`config.mk`:
```
export PLATFORM = sky130hd
export DESIGN_NAME = pwm_bank
export DESIGN_NICKNAME = d
export VERILOG_FILES = /design/src/rtl/pwm_bank.sv
export SDC_FILE = /design/constraint.sdc
export NUM_CORES = 1
export LEC_CHECK = 0
export ABC_CLOCK_PERIOD_IN_PS = 2800
export CORE_UTILIZATION = 43
export CTS_BUF_LIST = sky130_fd_sc_hd__clkbuf_2
export DETAILED_ROUTE_END_ITERATION = 7
export PLACE_DENSITY = 0.62
export SKIP_CTS_REPAIR_TIMING = 1
export SLEW_MARGIN = 15
export SYNTH_ARGS = -nofsm -noshare
export SYNTH_HDL_FRONTEND = slang
export SYNTH_SLANG_ARGS = --single-unit
```
`constraint.sdc`:
```
create_clock -name clk_sys_i -period 2.8 [get_ports clk_sys_i]
set_clock_uncertainty 0.1 [all_clocks]
set_input_delay 0.42 -clock clk_sys_i [delete_from_list [all_inputs] [get_ports clk_sys_i]]
set_output_delay 0.42 -clock clk_sys_i [all_outputs]
set_load 0.02 [all_outputs]
```
`src/rtl/pwm_bank.sv`:
```
// pwm_bank: a bank of PWM channels that share one counter.
// Configuration is double-buffered: requests land in a shadow copy. The
// shadow moves into the active copy at a period boundary, or at once while
// the counter is stopped. Edge-aligned and center-aligned modes are supported.

// Per-channel compare stage: a registered gate of the unmodulated input.
module pwm_bank_lane #(
  parameter int CtrSize = 8
) (
  input  logic               clk_sys_i,
  input  logic               rst_sys_i,
  input  logic               en_i,
  input  logic               unmod_i,
  input  logic [CtrSize-1:0] ctr_i,
  input  logic [CtrSize-1:0] duty_i,
  output logic               mod_o
);
  logic r_mod;

  // Output is high while the counter is below the duty value; forced low while stopped.
  always_ff @(posedge clk_sys_i) begin
    if (rst_sys_i) r_mod <= 1'b0;
    else           r_mod <= en_i & unmod_i & (ctr_i < duty_i);
  end

  assign mod_o = r_mod;
endmodule

module pwm_bank #(
  parameter int NumChannels = 4,
  parameter int CtrSize     = 8
) (
  input  logic                           clk_sys_i,
  input  logic                           rst_sys_i,
  input  logic                           en_i,
  input  logic                           upd_req_i,
  input  logic                           center_i,
  input  logic [CtrSize-1:0]             period_i,
  input  logic [NumChannels*CtrSize-1:0] duty_i,
  input  logic [NumChannels-1:0]         unmodulated_i,
  output logic [NumChannels-1:0]         modulated_o,
  output logic                           pending_o,
  output logic                           period_end_o
);
  logic [CtrSize-1:0]                    r_ctr;
  logic                                  r_down;
  logic                                  r_act_center, r_sh_center;
  logic [CtrSize-1:0]                    r_act_per, r_sh_per;
  logic [NumChannels-1:0][CtrSize-1:0]   r_act_duty, r_sh_duty;
  logic                                  r_pending;
  logic                                  r_period_end;
  logic                                  w_bnd;
  logic                                  w_load;

  // A boundary is the last cycle of a period, where the counter's next value is 0.
  always_comb begin
    w_bnd = 1'b0;
    if (r_act_per == '0)                    w_bnd = 1'b1;
    else if (!r_act_center)                 w_bnd = (r_ctr == r_act_per);
    else if (r_act_per == CtrSize'(1))      w_bnd = (r_ctr == r_act_per);
    else                                    w_bnd = r_down && (r_ctr == CtrSize'(1));
  end

  // The shadow is applied at a boundary while running, or immediately while stopped.
  assign w_load = r_pending & (~en_i | w_bnd);

  // Shared counter: up-wrap in edge mode, up/down triangle in center mode.
  always_ff @(posedge clk_sys_i) begin
    if (rst_sys_i || !en_i || w_bnd) begin
      r_ctr  <= '0;
      r_down <= 1'b0;
    end else if (r_down) begin
      r_ctr  <= r_ctr - CtrSize'(1);
    end else if (r_act_center && r_ctr == r_act_per) begin
      r_ctr  <= r_act_per - CtrSize'(1);
      r_down <= 1'b1;
    end else begin
      r_ctr  <= r_ctr + CtrSize'(1);
    end
  end

  // Double-buffered configuration. A request that arrives in a load cycle goes
  // to the shadow and stays pending for the next boundary.
  always_ff @(posedge clk_sys_i) begin
    if (rst_sys_i) begin
      r_act_center <= 1'b0;
      r_act_per    <= '1;
      r_act_duty   <= '0;
      r_sh_center  <= 1'b0;
      r_sh_per     <= '1;
      r_sh_duty    <= '0;
      r_pending    <= 1'b0;
    end else begin
      if (w_load) begin
        r_act_center <= r_sh_center;
        r_act_per    <= r_sh_per;
        r_act_duty   <= r_sh_duty;
      end
      if (upd_req_i) begin
        r_sh_center <= center_i;
        r_sh_per    <= period_i;
        r_sh_duty   <= duty_i;
      end
      r_pending <= upd_req_i | (r_pending & ~w_load);
    end
  end

  // One-cycle pulse after each boundary cycle while running.
  always_ff @(posedge clk_sys_i) begin
    if (rst_sys_i) r_period_end <= 1'b0;
    else           r_period_end <= en_i & w_bnd;
  end

  for (genvar g = 0; g < NumChannels; g++) begin : g_lane
    pwm_bank_lane #(.CtrSize(CtrSize)) u_lane (
      .clk_sys_i (clk_sys_i),
      .rst_sys_i (rst_sys_i),
      .en_i      (en_i),
      .unmod_i   (unmodulated_i[g]),
      .ctr_i     (r_ctr),
      .duty_i    (r_act_duty[g]),
      .mod_o     (modulated_o[g])
    );
  end

  assign pending_o    = r_pending;
  assign period_end_o = r_period_end;
endmodule

```
# [Yosys cells after proc, flatten, opt, wreduce, memory -nomap -nowiden]
# Index checks and enable logic that the tools add are counted.
[word_totals] reg_bits=97 input_bits=49 out_inout_bits=6
[op_classes] n_addsub=3 order_cmp=4 eq_ne=3 muxes=7 n_bitwise=15 n_reduce_logical=6
[ops] cell="< comparator 8 bit" n=4
[ops] cell="equality test 8 x 1 -> 1 bit (second input constant)" n=2
[ops] cell="two-way mux 8 bit" n=2
[ops] cell="subtractor 8 x 1 -> 8 bit (second input constant)" n=2
[ops] cell="AND 1 bit" n=11
[ops] cell="adder 8 x 1 -> 8 bit (second input constant)" n=1
[ops] cell="equality test 8 bit" n=1
[ops] cell="logical NOT 8 bit" n=1
[ops] cell="two-way mux 1 bit" n=5
[ops] cell="logical AND 1 bit" n=2
[ops] cell="logical OR 1 bit" n=2
[ops] cell="inverter 1 bit" n=2
[ops] cell="OR 1 bit" n=2
[ops] cell="logical NOT 1 bit" n=1

# [Longest topological paths before layout]
[logic_depth] depth_word=10 depth_mapped=8 mapped_depth_nobuf=7

# [Hierarchy]
# Synthesis repeated with hierarchy kept, for this count alone.
[hier_totals] hier_cells=537 hier_area_um2=5114.9
[modules_own_cells] module="pwm_bank" n_inst=1 cells_per_inst=437 area_each_um2=4294.1 seq_area_each_um2=1861.8
[modules_own_cells] module="pwm_bank_lane" n_inst=4 cells_per_inst=25 area_each_um2=205.2 seq_area_each_um2=20.0

# [Worst setup path before layout]
# No wires, ideal clock.
[synth_path] kind="reg-to-reg" start="reg r_ctr[2]" end="reg r_act_center" setup_time_ps=72 t_arrival_ps=2039 t_required_ps=2628 setup_slack_ps=589 stages_incl_launch_ff=8 path_buffers=2 period_less_slack_ps=2211 cell_sequence="dfxtp_1 -> buf_6 -> or4_4 -> nor3_2 -> a31oi_2 -> a31oi_4 -> buf_8 -> mux2i_1"
[synth_between] elab_chain_len=7
[synth_rtl] element="from (decl)" line="45" rtl="logic [CtrSize-1:0] r_ctr;"
[synth_rtl] element="from (signal assigned)" line="73" rtl="r_ctr <= r_ctr - CtrSize'(1);"
[synth_rtl] element="from (signal assigned)" line="75" rtl="r_ctr <= r_act_per - CtrSize'(1);"
[synth_rtl] element="from (signal assigned)" line="78" rtl="r_ctr <= r_ctr + CtrSize'(1);"
[synth_rtl] element="equality test 8 x 1 -> 1 bit" line="61" rtl="else w_bnd = r_down && (r_ctr == CtrSize'(1));"
[synth_rtl] element="logical AND 1 bit" line="61"
[synth_rtl] element="two-way mux 1 bit" line="60" rtl="else if (r_act_per == CtrSize'(1)) w_bnd = (r_ctr == r_act_per);"
[synth_rtl] element="two-way mux 1 bit (*)" line="59" rtl="else if (!r_act_center) w_bnd = (r_ctr == r_act_per);"
[synth_rtl] element="two-way mux 1 bit (*)" line="58" rtl="if (r_act_per == '0) w_bnd = 1'b1;"
[synth_rtl] element="OR 1 bit (*)" line="65" rtl="assign w_load = r_pending & (~en_i | w_bnd);"
[synth_rtl] element="AND 1 bit (*)" line="65"
[synth_rtl] element="to (signal assigned)" line="95" rtl="r_act_center <= r_sh_center;"
[synth_rtl] element="to (decl)" line="47" rtl="logic r_act_center, r_sh_center;"
# Every way passes the cells marked *; elsewhere a longest branch is shown, timed or not.
# A chain may end at the register's enable or synchronous reset.

# [Worst setup path in the final report]
[layout_path] start="reg r_ctr[5]" end="reg r_act_duty[21] (netlist name)"
[layout_between] elab_chain_len=7
[layout_rtl] element="equality test 8 x 1 -> 1 bit" line="61"
[layout_rtl] element="logical AND 1 bit" line="61"
[layout_rtl] element="two-way mux 1 bit" line="60"
[layout_rtl] element="two-way mux 1 bit (*)" line="59"
[layout_rtl] element="two-way mux 1 bit (*)" line="58"
[layout_rtl] element="OR 1 bit (*)" line="65"
[layout_rtl] element="AND 1 bit (*)" line="65"
[layout_rtl] element="to (signal assigned)" line="97" rtl="r_act_duty <= r_sh_duty;"
[layout_rtl] element="to (decl)" line="49" rtl="logic [NumChannels-1:0][CtrSize-1:0] r_act_duty, r_sh_duty;"
# Marked as above.

==> impl_metrics.tcl <==
set metrics [dict create \
    irDropWorstVdd_v 0.000213 \
    dp_hpwl_microns 7090 \
    row_count 39 \
    cts_tree "built" \
    synth-main-ff-cell "dfxtp_1" \
    die_area_sq_um 12400 \
    timing.rr.start "r_ctr[5]" \
    cellLeakagePower_nw 2.30 \
    hold_viol 0 \
    syn_inst 549 \
    clk_pin_slew_ns 0.25 \
    critPathArrivalTime_ns 2.84 \
    synth.yosys.seq_area_share_pct 37.8 \
    layout_common_cells "dfxtp_1, mux2i_1, nand2b_1" \
    setup-violations-final 0 \
    vias 3728 \
    p_seq_share_pct 62.5 \
    initial_core_util_pct 44.7 \
    fp.dieW_microns 111 \
    tns_ns 0 \
    worstSetupPathType "flip-flop to flip-flop" \
    yosysWarnings 0 \
    cts_sinks 97 \
    violations "design-rule violations" \
    drt_iter0_drc 137 \
    max_slew_margin_pct 69.6 \
    grt_start_max_net_pins 125 \
    num_antenna_cells 0 \
    ys_ff_latch 97 \
    dieHeight_microns 111 \
    intPower_mw 1.73 \
    synthDistinctLibCells 47 \
    ant_nets 0 \
    io_buffers 54 \
    min-delay-start "rst_sys_i" \
    outcome "finished, violations left" \
    fin_crit_ns 2.41 \
    clk_path_buf_depth 2 \
    async_flop_share_pct 0 \
    nFillCells 1107 \
    final_layout_size_suffix_gt1_share_pct 5.70 \
    synth_top_area_share_pct 37.8 \
    critPathRequiredTime_ns 3.22 \
    cts_max_level 3 \
    core-area_sq_um 11500 \
    io_pins 55 \
    grt_pass1_wl_microns 17700 \
    cts_made_buffers 9 \
    hold_path.class "input pin to flip-flop" \
    rsz0062_at_grt "no" \
    final_cells 739 \
    worst_pin_slew_ns 0.452 \
    root_buffer "clkbuf_2" \
    total_power_mw 2.35 \
    wire_per_inst_microns 13.8 \
    grt_use_total_pct 17.9 \
    antenna_found_initial 0 \
    worstPathMaxFanout 20 \
    synth_area_leaders "dfxtp_1, mux2i_1, ha_1, nand2b_1, nor2_1" \
    drtPass1Iterations 7 \
    switching_share_pct 26.2 \
    p_comb_share_pct 13.1 \
    setup.worst_path.start "r_ctr[5]" \
    p_clk_share_pct 24.3 \
    place_inst 723 \
    drc_errors 4 \
    finalNetCount 674 \
    startpoint_type "flip-flop" \
    clock_latency_ns 0.59 \
    timing.final.crit_share_pct 86.2 \
    place_congestion 0.897 \
    drv_slew 0 \
    grt_pass1_vias 3747 \
    yosys.area.top_type "dfxtp_1" \
    via_per_inst 5.04 \
    p_switching_uw 617 \
    hold_depth 3 \
    cp-end-kind "flip-flop" \
    worstRegToRegCells 6 \
    areaGrowthSynthToFinish_pct 13.5 \
    final_common_cell "dfxtp_1" \
    avgSynthCellArea_sq_um 9.37 \
    powerDensity_nw_per_um2 403 \
    drv_cap 0 \
    syn_area_sq_um 5140 \
    synth_edf_count 0 \
    wirelength_microns 10200 \
    synth_nets 632 \
    fmax_ghz 0.415 \
    grt_overflow 0 \
]
-- final cells by class --
cell class / instances / area (sq um) / area share, %
multi-input cells: 380 / 2840 / 48.6
flip-flops and latches: 97 / 1940 / 33.3
repair buffers: 66 / 658 / 11.3
well taps: 143 / 179 / 3.06
inverters: 37 / 139 / 2.38
clock buffers: 12 / 60.1 / 1.03
clock inverters: 4 / 20.0 / 0.343
-- per-stage QoR --
stage          hold WS [ns]  utilization (%)  worst slack, ns  area (sq um)
2_1_floorplan         0.348                -            0.589          5140
3_3_place_gp          0.360             50.0            0.525          5760
3_5_place_dp          0.365             50.0            0.449          5760
4_1_cts               0.176             50.7            0.367          5840
5_1_grt               0.220             50.7            0.227          5840
6_report              0.225             50.7            0.388          5840
-- worst max-delay path, stage by stage (launching register included) --
cell and delay, ns:
dfxtp_1 0.51, or4_4 0.50, nor3_2 0.20, a31oi_2 0.17
a31oi_4 0.26, buf_4 0.36, mux2i_1 0.22
-- flip-flops by register name (all words and copies together) (netlist names) --
signal and flops:
r_ctr 8, r_act_per 8, period_end_o 1, r_sh_per 8, g_lane.u_lane.mod_o 4, r_down 1, r_act_duty 32, r_sh_duty 32
r_act_center 1, pending_o 1, r_sh_center 1
-- power groups by stage --
stage | clock, mW | sequential [mW] | combinational [mW]
2_1_floorplan | 0 | 1.49 | 0.208
3_3_place_gp | 0 | 1.50 | 0.307
3_5_place_dp | 0 | 1.50 | 0.312
4_1_cts | 0.612 | 1.47 | 0.314
5_1_grt | 0.665 | 1.48 | 0.343
6_report | 0.571 | 1.47 | 0.309
-- Yosys cell counts, types with 4 or more instances --
master and instances:
xor2_1 7, o31a_1 4, xnor2_1 15, nor2b_1 9
buf_8 4, buf_4 9, a21o_1 8, a211o_1 9
nor3_1 7, a21oi_1 12, nand2b_1 67, nand3_1 4
dfxtp_1 97, or2b_1 9, mux2i_1 75, clkbuf_1 13
nand4_1 4, nand2_1 17, a2111oi_0 5, inv_1 37
nor2_1 65, ha_1 34, buf_1 4
-- final timing paths --
check | end | slack [ns]
min reg2reg | r_act_duty[5] | 0.38
min | r_sh_duty[25] | 0.22
max | r_act_duty[21] | 0.39
max reg2reg | r_act_duty[21] | 0.39
-- cells by family after synthesis --
| kind of cell | synth area share [%] |
|---|---|
| AOI/OAI and AO/OA | 7.76 |
| xor gates and xnor gates | 3.75 |
| adders and majority gates | 8.27 |
| buffers and inverters | 7.03 |
| DFF | 37.8 |
| muxes | 14.6 |
| and+or+nand+nor | 20.8 |
-- layer usage --
layer	wire, microns	share of wire [%]	GRT usage (%)
met1	5130	50	23.0
met2	4580	45	29.3
met3	312	3.1	3.48
met4	174	1.7	7.39
met5	0	0	0
(Power assumes the default switching activity.)
